## src/rtl/alu_control_seq_if.sv

```systemverilog
// alu_control_seq_if -- request/response bundle for alu_control_seq.
// The master side (control unit / testbench) drives the request and
// consumes the registered ALU control code plus the HI/LO results.
// DATA_W must match the DATA_W of the alu_control_seq it connects to.
interface alu_control_seq_if #(
   parameter int DATA_W = 32
);
   logic              in_valid;
   logic              in_ready;
   logic [1:0]        alu_op;
   logic [5:0]        funct;
   logic [DATA_W-1:0] src_a;
   logic [DATA_W-1:0] src_b;
   logic              out_valid;
   logic [3:0]        alu_ctl;
   logic [DATA_W-1:0] hi;
   logic [DATA_W-1:0] lo;
   logic              busy;

   modport master (
      output in_valid, alu_op, funct, src_a, src_b,
      input  in_ready, out_valid, alu_ctl, hi, lo, busy
   );

   modport slave (
      input  in_valid, alu_op, funct, src_a, src_b,
      output in_ready, out_valid, alu_ctl, hi, lo, busy
   );
endinterface

```

## src/rtl/alu_control_seq.sv

```systemverilog
// alu_control_seq -- MIPS-style ALU control decoder with a sequential
// unsigned multiplier (multu) and optional restoring divider (divu).
// Single-cycle codes answer one cycle after acceptance; multi-cycle ops
// run DATA_W iteration cycles, then one DONE cycle carries out_valid.
// Optional feature macro: ALU_CONTROL_SEQ_DIV_EN enables divu.
// Reset is synchronous, active-low.
module alu_control_seq #(
   parameter int DATA_W = 32
) (
   input logic               clk,
   input logic               rst_n,
   alu_control_seq_if.slave  bus
);

   localparam int CNT_W = $clog2(DATA_W);

   localparam logic [3:0] CTL_AND   = 4'b0000;
   localparam logic [3:0] CTL_OR    = 4'b0001;
   localparam logic [3:0] CTL_ADD   = 4'b0010;
   localparam logic [3:0] CTL_SUB   = 4'b0110;
   localparam logic [3:0] CTL_SLT   = 4'b0111;
   localparam logic [3:0] CTL_NOR   = 4'b1100;
   localparam logic [3:0] CTL_MULTU = 4'b1000;
   localparam logic [3:0] CTL_DIVU  = 4'b1001;
   localparam logic [3:0] CTL_BAD   = 4'b1111;

   typedef enum logic [1:0] {
      IDLE = 2'd0,
      MUL  = 2'd1,
      DIV  = 2'd2,
      DONE = 2'd3
   } state_t;

   state_t              state_q, state_d;
   logic [CNT_W-1:0]    cnt_q;
   logic [2*DATA_W-1:0] acc_q, step_acc;
   logic [DATA_W-1:0]   opnd_q;
   logic [DATA_W-1:0]   hi_q, lo_q;
   logic [3:0]          alu_ctl_q;
   logic                out_valid_q;
   logic                in_ready_c, busy_c, last_step;
   logic                accept;
   logic [3:0]          dec_ctl;
   logic [DATA_W:0]     mul_sum;

   // ALUOp/funct to 4-bit ALU control code.
   function automatic logic [3:0] decode(input logic [1:0] op, input logic [5:0] f);
      logic [3:0] c;
      c = CTL_BAD;
      case (op)
         2'b00: c = CTL_ADD;
         2'b01: c = CTL_SUB;
         2'b10: begin
            case (f)
               6'b100000: c = CTL_ADD;
               6'b100010: c = CTL_SUB;
               6'b100100: c = CTL_AND;
               6'b100101: c = CTL_OR;
               6'b101010: c = CTL_SLT;
               6'b100111: c = CTL_NOR;
               6'b011001: c = CTL_MULTU;
`ifdef ALU_CONTROL_SEQ_DIV_EN
               6'b011011: c = CTL_DIVU;
`endif
               default:   c = CTL_BAD;
            endcase
         end
         default: c = CTL_BAD;
      endcase
      return c;
   endfunction

   assign dec_ctl = decode(bus.alu_op, bus.funct);
   assign accept  = bus.in_valid && in_ready_c;

   // State register.
   always_ff @(posedge clk) begin
      // NOTE: sequential state uses non-blocking assignments so every flop
      // samples pre-edge values regardless of block ordering.
      if (!rst_n) state_q <= IDLE;
      else        state_q <= state_d;
   end

   // Next-state logic and state-derived outputs.
   always_comb begin
      // NOTE: every signal gets a default first so no path can infer a latch.
      state_d    = state_q;
      in_ready_c = 1'b0;
      busy_c     = 1'b0;
      last_step  = 1'b0;
      case (state_q)
         IDLE: begin
            in_ready_c = 1'b1;
            if (accept && dec_ctl == CTL_MULTU) state_d = MUL;
`ifdef ALU_CONTROL_SEQ_DIV_EN
            if (accept && dec_ctl == CTL_DIVU)  state_d = DIV;
`endif
         end
         MUL, DIV: begin
            busy_c = 1'b1;
            if (cnt_q == CNT_W'(DATA_W - 1)) begin
               last_step = 1'b1;
               state_d   = DONE;
            end
         end
         DONE:    state_d = IDLE;
         default: state_d = IDLE;
      endcase
   end

`ifdef ALU_CONTROL_SEQ_DIV_EN
   logic [DATA_W:0] div_shift, div_diff;
   logic            div_ge;
`endif

   // One iteration of shift-add multiply or restoring divide. Both keep the
   // high half (partial product / remainder) in acc_q[2W-1:W] and the low half
   // (multiplier bits / quotient) in acc_q[W-1:0], so completion maps the
   // halves straight onto hi/lo.
   always_comb begin
      mul_sum  = {1'b0, acc_q[2*DATA_W-1:DATA_W]} + (acc_q[0] ? {1'b0, opnd_q} : '0);
      step_acc = {mul_sum, acc_q[DATA_W-1:1]};
`ifdef ALU_CONTROL_SEQ_DIV_EN
      div_shift = {acc_q[2*DATA_W-1:DATA_W], acc_q[DATA_W-1]};
      div_diff  = div_shift - {1'b0, opnd_q};
      div_ge    = div_shift >= {1'b0, opnd_q};
      // A zero divisor always subtracts: quotient fills with ones and the
      // remainder ends up as the full dividend.
      if (state_q == DIV)
         step_acc = {(div_ge ? div_diff[DATA_W-1:0] : div_shift[DATA_W-1:0]),
                     acc_q[DATA_W-2:0], div_ge};
`endif
   end

   // Datapath: operand capture, iteration, result and control registers.
   always_ff @(posedge clk) begin
      if (!rst_n) begin
         cnt_q       <= '0;
         acc_q       <= '0;
         opnd_q      <= '0;
         hi_q        <= '0;
         lo_q        <= '0;
         alu_ctl_q   <= CTL_AND;
         out_valid_q <= 1'b0;
      end else begin
         out_valid_q <= 1'b0;
         if (accept) begin
            if (dec_ctl == CTL_MULTU) begin
               acc_q  <= {{DATA_W{1'b0}}, bus.src_b};
               opnd_q <= bus.src_a;
               cnt_q  <= '0;
`ifdef ALU_CONTROL_SEQ_DIV_EN
            end else if (dec_ctl == CTL_DIVU) begin
               acc_q  <= {{DATA_W{1'b0}}, bus.src_a};
               opnd_q <= bus.src_b;
               cnt_q  <= '0;
`endif
            end else begin
               alu_ctl_q   <= dec_ctl;
               out_valid_q <= 1'b1;
            end
         end else if (busy_c) begin
            acc_q <= step_acc;
            cnt_q <= cnt_q + CNT_W'(1);
            if (last_step) begin
               hi_q        <= step_acc[2*DATA_W-1:DATA_W];
               lo_q        <= step_acc[DATA_W-1:0];
               alu_ctl_q   <= (state_q == MUL) ? CTL_MULTU : CTL_DIVU;
               out_valid_q <= 1'b1;
            end
         end
      end
   end

   assign bus.in_ready  = in_ready_c;
   assign bus.busy      = busy_c;
   assign bus.out_valid = out_valid_q;
   assign bus.alu_ctl   = alu_ctl_q;
   assign bus.hi        = hi_q;
   assign bus.lo        = lo_q;

endmodule

```

## src/flat_wrapper.sv

```systemverilog
// flat-port wrapper written by rule: the top's interface ports become plain ports
module alu_control_seq_flat 
#(
   parameter int DATA_W = 32
)
  (clk, rst_n, bus_in_valid, bus_alu_op, bus_funct, bus_src_a, bus_src_b, bus_in_ready, bus_out_valid, bus_alu_ctl, bus_hi, bus_lo, bus_busy);
  alu_control_seq_if #(.DATA_W(DATA_W)) bus_i ();
  input logic clk;
  input logic rst_n;
  input wire logic [$bits(bus_i.in_valid)-1:0] bus_in_valid;
  input wire logic [$bits(bus_i.alu_op)-1:0] bus_alu_op;
  input wire logic [$bits(bus_i.funct)-1:0] bus_funct;
  input wire logic [$bits(bus_i.src_a)-1:0] bus_src_a;
  input wire logic [$bits(bus_i.src_b)-1:0] bus_src_b;
  output wire logic [$bits(bus_i.in_ready)-1:0] bus_in_ready;
  output wire logic [$bits(bus_i.out_valid)-1:0] bus_out_valid;
  output wire logic [$bits(bus_i.alu_ctl)-1:0] bus_alu_ctl;
  output wire logic [$bits(bus_i.hi)-1:0] bus_hi;
  output wire logic [$bits(bus_i.lo)-1:0] bus_lo;
  output wire logic [$bits(bus_i.busy)-1:0] bus_busy;
  assign bus_i.in_valid = bus_in_valid;
  assign bus_i.alu_op = bus_alu_op;
  assign bus_i.funct = bus_funct;
  assign bus_i.src_a = bus_src_a;
  assign bus_i.src_b = bus_src_b;
  assign bus_in_ready = bus_i.in_ready;
  assign bus_out_valid = bus_i.out_valid;
  assign bus_alu_ctl = bus_i.alu_ctl;
  assign bus_hi = bus_i.hi;
  assign bus_lo = bus_i.lo;
  assign bus_busy = bus_i.busy;
  alu_control_seq #(.DATA_W(DATA_W)) u_core (.clk(clk), .rst_n(rst_n), .bus(bus_i));
endmodule
```

## config.mk

```make
export PLATFORM = sky130hd
export DESIGN_NAME = alu_control_seq_flat
export DESIGN_NICKNAME = d
export VERILOG_FILES = /design/src/rtl/alu_control_seq_if.sv /design/src/rtl/alu_control_seq.sv /design/src/flat_wrapper.sv
export SDC_FILE = /design/constraint.sdc
export NUM_CORES = 1
export LEC_CHECK = 0
export ABC_AREA = 1
export CORE_MARGIN = 2
export CORE_UTILIZATION = 33
export DETAILED_ROUTE_END_ITERATION = 12
export PLACE_DENSITY_LB_ADDON = 0.3
export SETUP_SLACK_MARGIN = 0.5
export SLEW_MARGIN = 30
export SYNTH_ARGS = -nofsm -noshare
export SYNTH_HDL_FRONTEND = slang
export SYNTH_SLANG_ARGS = --single-unit
export TNS_END_PERCENT = 50
```

## constraint.sdc

```tcl
create_clock -name clk -period 3.8 [get_ports clk]
set_clock_uncertainty 0.05 [all_clocks]
set_input_delay 0.38 -clock clk [delete_from_list [all_inputs] [get_ports clk]]
set_output_delay 0.38 -clock clk [all_outputs]
set_load 0.005 [all_outputs]
```

==> summary.txt <==
Worst setup path
  • Crit path arrival time: 3.23 ns
  • Crit path cell chain: buf_4, nand2_1, inv_1, ha_1, a21oi_1, o21ai_0, a21oi_1, nor2_1, nor2_1, nand2_1, nand2_1, nand2_1, o21ai_0, inv_1
  • Crit-path leading delay family: compound AO/OA/AOI/OAI gates
  • Slowest CP cell: dfxtp_1
  • Slowest stage delay, CP: 0.74 ns
  • WS Path Type: register to register
  • FF-to-FF Start: u_core.acc_q[0]
  • Critical Path Start: u_core.acc_q[0]
  • CP Capture Type: register
  • Critical path required time: 4.08 ns
  • CP Max Fanout: 19
  • WP buf/inv: 3
  • Most frequent CP cell: nand2_1
  • Register-to-register setup slack: 0.86 ns
  • Nature of the critical path startpoint: register

Layout
  • Design area: 11520 sq um
  • Fraction of layout cells with a size suffix above 1: 0.04548
  • Final cell count without fillers: 1890
  • Area Overhead vs Synth: 25.93%
  • Final #Nets: 1617

Clock network
  • Root Buffer: clkbuf_16
  • Sink Count: 172
  • CTS tree: built
  • Post-CTS Setup Bufs: 0
  • Clk_lat worst skew: 0.44 ns
  • CTS resizes: 0
  • CTS Buffer Depth: 2
  • Cts hold-fix bufs: 0
  • Worst-path clk slew: 0.07 ns
  • CTS buffer count: 17
  • H-tree levels: 4

Route
  • Detailed-route DRC error count: 0
  • Wire length per cell: 15.02 um
  • Vias/cell: 4.869
  • Initial DRC Count: 565
  • Antenna Nets Post-Route: 0
  • Pre-Repair DR Iteration Count: 5
  • Drt total wl: 28.39 mm
  • Via count: 9203

Worst hold path
  • Min-Delay Path Class: primary input to register
  • Hold Path Origin: rst_n

Placement
  • Port Buf Inserts: 145
  • Placed cells: 1857
  • Gpl congestion: 0.9123
  • Dpl hpwl: 20.30 mm
  • DP Area: 10890 sq um

Global route
  • Largest net degree at the start of global routing: 77
  • GR Overflow Total: 0
  • Number of global-route vias before repair: 8870
  • First-pass GRT wire length: 46.04 mm
  • Initial antenna violation count: 2
  • GRT Util Overall: 0.1993

Floorplanning
  • Rows: 60
  • Core ar.: 27100 sq um
  • Die X: 170.5 um
  • Die area: 29070 sq um
  • Die Height: 170.5 um
  • # IOs: 146
  • Initial Utilization: 0.3376

Synthesis
  • Syn_nets: 1508
  • Synth Area per Inst: 6.558 sq um
  • Synth cell types: 39
  • Ranking of synthesized cells by area: dfxtp_1 38%, nand2_1 14%, nor2_1 10%
  • Synthesis-stage register bit count: 172
  • Yosys top cell area share: 0.3764
  • Synth Instances: 1395
  • Leading area contributor after synthesis: dfxtp_1
  • Synth warnings: 0
  • Register area share after synthesis: 0.3764
  • Post-Syn Area: 9149 sq um

STA
  • Fmax: 0.3398 GHz
  • Final Setup Violations: 0
  • Slew headroom: 0.4827
  • Setup TNS: 0 ns
  • Final Hold Vio Count: 0
  • Min Tclk post-route: 2.943 ns
  • RSZ-0062 raised after global routing: no
  • Final Cycle Share: 0.7744
  • Final number of max-transition violations: 0
  • Worst Max-Slew Pin Slew: 0.7760 ns

Run
  • Number of max-cap violations: 0

Power
  • Power Density: 451.6 nW/um^2
  • VDD IR-drop max: 234.5 uV
  • Lkg Pwr: 5.385 nW

Outcome
  • Outcome: completed
-- tightest hold or removal path, stage by stage --
cell and delay (ns):
buf_2 0.10, inv_2 0.11, a21oi_1 0.13
-- metrics by stage --
| step | setup WS [ns] | utilization | total power, W | hold WS, ns |
|---|---|---|---|---|
| 6_report | 0.8573 | 0.4251 | 0.005203 | 0.2780 |
| 5_1_grt | 0.5770 | 0.4250 | 0.005522 | 0.2941 |
| 4_1_cts | 0.8715 | 0.4250 | 0.005257 | 0.2697 |
| 3_5_place_dp | 0.8921 | 0.4018 | 0.003343 | 0.4060 |
| 3_3_place_gp | 0.8924 | 0.4018 | 0.003333 | 0.4068 |
| 2_1_floorplan | 1.324 | - | 0.002967 | 0.3937 |
-- cells in the final DEF (no fill, tap or decap), types with 5 or more instances in the layout --
master / instances
inv_2: 7
a21oi_1: 113
nand2_1: 338
buf_4: 14
clkdlybuf4s50_1: 144
nor2_1: 248
xor2_1: 14
nand3_1: 85
nand4_1: 36
o21ai_1: 35
nand3b_1: 5
inv_6: 6
o21ai_0: 83
dfxtp_1: 172
ha_1: 37
or2_2: 5
o21bai_1: 5
clkbuf_16: 17
inv_1: 108
nor3_1: 8
-- synthesized netlist by cell type, drive strengths merged --
master  count
a211oi      1
nand3      86
o21ai     118
nand2     340
a21o        3
clkbuf     54
nand3b      5
o21a        1
a21oi     115
a31oi       1
clkinv      1
o211ai      2
o21bai      6
nor3        8
and2        2
ha         37
xnor2       3
fa          1
a21boi      1
and3        1
xor2       14
nor4        1
or2         5
nand4      37
inv       114
dfxtp     172
buf        16
nor2      250
-- flip-flops by register name, summed over array words and instances (netlist names) --
register	cells
u_core.acc_q	64
u_core.bus.alu_ctl	4
u_core.bus.hi	32
u_core.bus.lo	32
u_core.bus.out_valid	1
u_core.cnt_q	5
u_core.opnd_q	32
u_core.state_q	2
-- power breakdown --
group	leakage, nW	switching, W	internal, W	total, W
registers	1.39	0.000197	0.00202	0.00222
logic	3.69	0.000715	0.000374	0.00109
clock network	0.306	0.000830	0.00106	0.00189
total	5.38	0.00174	0.00346	0.00520
-- final cells by class --
type,instances,area [sq um]
multi-input combinational,1038,4979
tap,372,465.4
sequential,172,3443
clock buffer,17,425.4
timing repair buffer,160,1572
antenna,1,2.502
clock inverter,15,202.7
inverter,115,431.7
fill,2847,15580
-- kinds of logic (layout without fill, tap and decap cells) --
family / count (synthesis) / in the layout / synth area share
compound gates: 248 / 248 / 0.1417
xor+xnor: 17 / 17 / 0.01628
fa+ha+maj: 38 / 38 / 0.05279
buf+inv: 185 / 307 / 0.08028
flops: 172 / 172 / 0.3764
other cells: 0 / 1 / 0
simple gates: 735 / 735 / 0.3326
-- layer usage --
| layer | track usage | share of wire | wire length (um) |
|---|---|---|---|
| met3 | 0.05436 | 0.072 | 2043 |
| met2 | 0.3276 | 0.45 | 12900 |
| met5 | 0 | 0.00046 | 13 |
| met1 | 0.2543 | 0.46 | 12920 |
| met4 | 0.06132 | 0.018 | 516 |
-- path summary, 6_finish.rpt --
kind | cells after the start | endpoint
max | 14 | u_core.bus.hi[29]
min reg2reg | 2 | u_core.opnd_q[14]
max reg2reg | 14 | u_core.bus.hi[29]
min | 3 | u_core.opnd_q[0]
Power figures use the tool's default switching activity.
==> patch 1: new RTL, same flow settings <==
The option `ALU_CONTROL_SEQ_DIV_EN` is turned on by a define.
--- a/src/rtl/alu_control_seq.sv
+++ b/src/rtl/alu_control_seq.sv
@@ -4,6 +4,8 @@
 // run DATA_W iteration cycles, then one DONE cycle carries out_valid.
 // Optional feature macro: ALU_CONTROL_SEQ_DIV_EN enables divu.
 // Reset is synchronous, active-low.
+`define ALU_CONTROL_SEQ_DIV_EN
+
 module alu_control_seq #(
    parameter int DATA_W = 32
 ) (
Check against the original RTL: not equivalent (Yosys sat finds a counterexample within 4 cycles, from zero or initial values and one cycle with rst_n low).
==> patch 1 against the unedited design <==
Die area grew 44%; synthesized cell count grew 59%; clock power shrank 8%; power grew 53%; sequential cell count is the same; fmax shrank 2.2%; synthesized area grew 45%; via count grew 60%; wire length grew 72%; worst setup slack lost 0.067 ns; critical path depth grew 3; cell area grew 36%; critical path type unchanged; critical endpoint is now u_core.bus.hi[25]$_SDFFE_PN0P_; largest cell class unchanged; largest power group is now combinational cells.
==> patch 1: results (changes against the unedited design) <==
Timing
  • Hold slack: 0.413 ns (+0.135 ns)
  • Worst slew margin: 35.0% (-13 points)
  • Clock period minus worst slack: 3.01 ns (+0.0671 ns)

Global routing
  • Largest net degree at the start of global routing: 60 (-22%)
  • Tot GR Track Use: 23.4% (+3.5 points)
  • Number of global-route vias before repair: 14300 (+61%)
  • First-pass GRT wire length: 77000 microns (+67%)
  • Antenna violations before repair: 1 (-1)

Power
  • Final Total Pwr: 0.00795 W (+53%)
  • P_leak: 7.37 nW (+37%)
  • Net load switching power: 0.00378 W (+120%)
  • Max IR drop VDD: 0.365 mV (+56%)
  • Clock Power Share: 21.9% (-15 points)

Clock tree
  • Worst-path clk slew: 0.07 ns (about the same)
  • Clock Latency Late Sink: 0.45 ns
  • CTS root buf: clkbuf_16
  • CTS resizes: 1 (+1)
  • Post-CTS Repair Setup Buffers: 0 (unchanged)

Synthesis
  • Mapped Nets: 2361 (+57%)
  • Synth cell types: 44 (+13%)
  • Synth top cells by count: nand2_1 (618), inv_1 (321), a21oi_1 (215), nor2_1 (204), o21ai_0 (180)
  • Async set-reset flop share out of synthesis: 0% (unchanged)
  • Post-Synth Adder-Cell Area: 6.91% (+1.6 points)
  • Synth Area in XOR/XNOR: 1.79% (+0.16 points)
  • Compound-Gate Fraction of Synth Area: 19.2% (+5.1 points)
  • Largest cells by area after synthesis: dfxtp_1 (26%), nand2_1 (18%), inv_1 (9.1%)
  • Sequential fraction of the synthesis area: 26.0% (-12 points)
  • Syn Area/Cell: 5.98 sq um (-8.8%)
  • Mux cell area share after synthesis: 0.453% (+0.45 points)

Finish
  • Final non-filler cell total: 2845 (+51%)
  • Share of layout cells above drive strength 1: 3.54% (-1.0 points)
  • Nets: 2453 (+52%)
  • Number of fill cells in the layout: 4311 (+51%)
  • Max FFs per register: 64 (unchanged)
  • Final instance area: 15600 sq um (+36%)

Detailed routing
  • First DRT Iteration DRCs: 1145 (+100%)
  • Via count: 14700 (+60%)
  • Drt wl/cell: 17.2 microns (+14%)
  • First drt pass iteration count: 8 (+3)

Worst hold path
  • HP Start: u_core.bus.alu_ctl[2]$_SDFFE_PN0P_
  • Hold crit path type: flop to flop
  • Hold path depth: 2 (-1)
  • Worst hold endpoint: u_core.bus.alu_ctl[2]$_SDFFE_PN0P_

Placed design
  • Placed inst area: 15000 sq um (+38%)
  • Detailed placer's ending HPWL: 39100 microns (+92%)
  • IO buf count: 145 (unchanged)
  • Worst slack at placement: 0.428 ns (-0.465 ns)
  • Final Wtd Congestion: 1.00 (+9.7%)

Setup path
  • R2R depth: 17 (+3)
  • R2R Path End: u_core.bus.hi[25]$_SDFFE_PN0P_
  • Crit path DAT: 3.31 ns (+0.08 ns)
  • Crit path max-delay cell type: dfxtp_2
  • CP delay by family, top: simple AND/OR/NAND/NOR gates
  • Crit-path max FO: 14 (-5)
  • Delay of the slowest critical-path stage: 0.53 ns (-0.21 ns)
  • CP Capture Type: flop

Status
  • Status: complete, no violations
patch 1: cell count changes after synthesis, sizes merged, moves of 35 or more:
cell,unedited run,this run
o21ai,118,201
a21oi,115,216
inv,114,324
nor2,250,215
nand2,340,628
nand3,86,140
patch 1: area by class of cell:
| type | count | share of cell area, % |
|---|---|---|
| timing repair buffer | 163 | 10.2 |
| clock buffer | 21 | 2.95 |
| clock inverter | 11 | 0.705 |
| tap | 525 | 4.21 |
| antenna | 1 | 0.0160 |
| sequential | 172 | 22.1 |
| multi-input combinational | 1626 | 52.1 |
| inverter | 326 | 7.85 |
patch 1: layer usage:
metal	up-vias	GRT usage, %	share of wire, %
li1	7321	-	-
met2	539	38.0	45
met4	0	10.8	4.4
met3	119	3.27	6.4
met1	6734	30.7	45
met5	-	0	0
patch 1: tightest hold or removal path, delay by kind of cell (launching register included):
| family | cells | cell delay, ns |
|---|---|---|
| and+or+nand+nor | 1 | 0.06 |
| AOI/OAI and AO/OA | 1 | 0.05 |
| DFF | 1 | 0.31 |
==> patch 2: new RTL, same settings <==
Without the edit above. The 4 states of `state_t` get a Gray code encoding in 2 bits.
--- a/src/rtl/alu_control_seq.sv
+++ b/src/rtl/alu_control_seq.sv
@@ -25,10 +25,10 @@
    localparam logic [3:0] CTL_BAD   = 4'b1111;
 
    typedef enum logic [1:0] {
-      IDLE = 2'd0,
-      MUL  = 2'd1,
-      DIV  = 2'd2,
-      DONE = 2'd3
+      IDLE = 2'b00,
+      MUL  = 2'b01,
+      DIV  = 2'b11,
+      DONE = 2'b10
    } state_t;
 
    state_t              state_q, state_d;
Behaviour: same outputs for any inputs over 4 cycles, from zero or initial values and one cycle with rst_n low; so few cycles prove little.
==> patch 2 against the unedited design <==
Final cell count rose by 3.0%; synthesized area rose by 2.4%; worst setup slack improved by 0.090 ns; cell area rose by 1.6%; sequential share of layout area fell by 0.47 points; wire length grew 3.8%; sequential cell count is the same; highest routed layer is now met4.
Power is not compared: it rests on default switching activity, and its combinational part moved more than twofold at a synthesized area within 25%.
==> patch 2: results (changes against the unedited design) <==
Power
  • Switching part of the total: 28.1%
  • Final Total Pwr: 0.00402 W

Placed design
  • Worst slack at placement: 0.975 ns (+0.0829 ns)
  • IO buf count: 145 (unchanged)
  • Placed inst area: 11100 sq um (+1.9%)
  • Final Wtd Congestion: 0.887 (-2.8%)
  • Detailed placer's ending HPWL: 21500 microns (+5.9%)

Worst hold path
  • HP Start: u_core.acc_q[32]$_SDFFE_PN0P_
  • Hold crit path type: flop to flop

Detailed routing
  • First DRT Iteration DRCs: 592 (+4.8%)
  • Vias per cell: 4.83 (-0.86%)
  • Drt wl/cell: 15.1 microns (+0.84%)

Setup path
  • Crit path max-delay cell type: dfxtp_1
  • Crit path DAT: 3.18 ns (-0.05 ns)
  • Delay of the slowest critical-path stage: 0.55 ns (-0.19 ns)
  • Crit-path max FO: 22 (+3)
  • CP delay by family, top: simple AND/OR/NAND/NOR gates
  • R2R setup slack: 0.95 ns (+0.09 ns)
  • R2R depth: 15 (+1)
  • CP Capture Point: u_core.acc_q[58]$_SDFFE_PN0P_

Finish
  • Nets: 1665 (+3.0%)
  • Max FFs per register: 64 (unchanged)
  • Largest Register: u_core.acc_q
  • Final non-filler cell total: 1946 (+3.0%)
  • Antenna Cells: 0 (-1)
  • Share of layout cells above drive strength 1: 4.21% (-0.34 points)

Timing
  • Final period utilization: 75.1% (-2.4 points)
  • Worst slew margin: 46.7% (-1.6 points)

Global routing
  • Number of global-route vias before repair: 9014 (+1.6%)
  • First-pass GRT wire length: 47900 microns (+4.1%)
  • Antenna violations before repair: 0 (-2)
  • Tot GR Track Use: 19.7% (-0.24 points)
  • Largest net degree at the start of global routing: 53 (-31%)

Synthesis
  • Synth top cells by count: nand2_1 (395), nor2_1 (226), dfxtp_1 (172), inv_1 (142), a21oi_1 (114)
  • Syn Inst Count: 1451 (+4.0%)
  • Mapped Nets: 1561 (+3.5%)
  • Synth Cell Area: 9370 sq um (+2.4%)
  • Sequential fraction of the synthesis area: 36.7% (-0.90 points)
  • Largest cells by area after synthesis: dfxtp_1 (37%), nand2_1 (16%), nor2_1 (9.1%)

Status
  • Status: complete, no violations
-- patch 2: cell types whose count changed after synthesis, sizes merged, moves of 3 or more --
cell | before | now
nor2 | 250 | 226
nand3b | 5 | 36
nand4 | 37 | 40
xnor2 | 3 | 0
nand3 | 86 | 78
nand2 | 340 | 397
buf | 16 | 24
a21o | 3 | 6
o21bai | 6 | 3
ha | 37 | 34
o21ai | 118 | 91
inv | 114 | 145
-- patch 2: layer usage --
metal / wire [microns] / track usage, % / share of wire, % / vias up
met3: 1610 / 4.13 / 5.5 / 25
met1: 13800 / 26.2 / 47 / 4308
met4: 429 / 4.95 / 1.5 / 0
met2: 13600 / 32.6 / 46 / 214
met5: 0 / 0 / 0 / -
li1: - / - / - / 4847
-- patch 2: layout make-up --
| type | count | area (sq um) | share of cell area [%] |
|---|---|---|---|
| clock buffers | 17 | 425 | 3.63 |
| repair buffers | 161 | 1570 | 13.4 |
| inverters | 145 | 544 | 4.65 |
| clock inverters | 15 | 186 | 1.59 |
| flip-flops and latches | 172 | 3440 | 29.4 |
| multi-input cells | 1058 | 5060 | 43.3 |
| well taps | 378 | 473 | 4.04 |
-- patch 2: worst reg2reg max path, stage by stage, from the launching register on --
cell     delay (ns)
dfxtp_1        0.55
buf_4          0.34
nand2_1        0.09
inv_1          0.05
ha_1           0.29
nand2_1        0.16
inv_1          0.05
a21oi_1        0.29
nand2_1        0.19
nand2_1        0.09
nand2_1        0.10
nand3_1        0.16
nand2_1        0.07
nand2_1        0.05
nand3_1        0.09
a21oi_1        0.16
-- patch 2: kinds of logic (layout without fill, tap and decap cells) --
group	count (synthesis)	count (layout)	synth area share [%]
AND/OR/NAND/NOR	790	790	35.7
XOR/XNOR	16	16	1.50
buffers and inverters	221	338	9.22
adder cells (fa/ha/maj)	35	35	4.75
flip-flops	172	172	36.7
AO/OA/AOI/OAI	217	217	12.1
-- patch 2: how the worst min path moves through the flow --
| stage | slack (ns) | end | cells after the start |
|---|---|---|---|
| after floorplan | 0.38 | u_core.acc_q[32]$_SDFFE_PN0P_ | 2 |
| after global placement | 0.39 | u_core.cnt_q[4]$_SDFFE_PN0P_ | 2 |
| after detailed placement | 0.39 | u_core.acc_q[32]$_SDFFE_PN0P_ | 2 |
| after CTS | 0.41 | u_core.acc_q[32]$_SDFFE_PN0P_ | 2 |
| after global routing | 0.43 | u_core.bus.alu_ctl[3]$_SDFFE_PN0P_ | 2 |
| final | 0.40 | u_core.acc_q[32]$_SDFFE_PN0P_ | 2 |
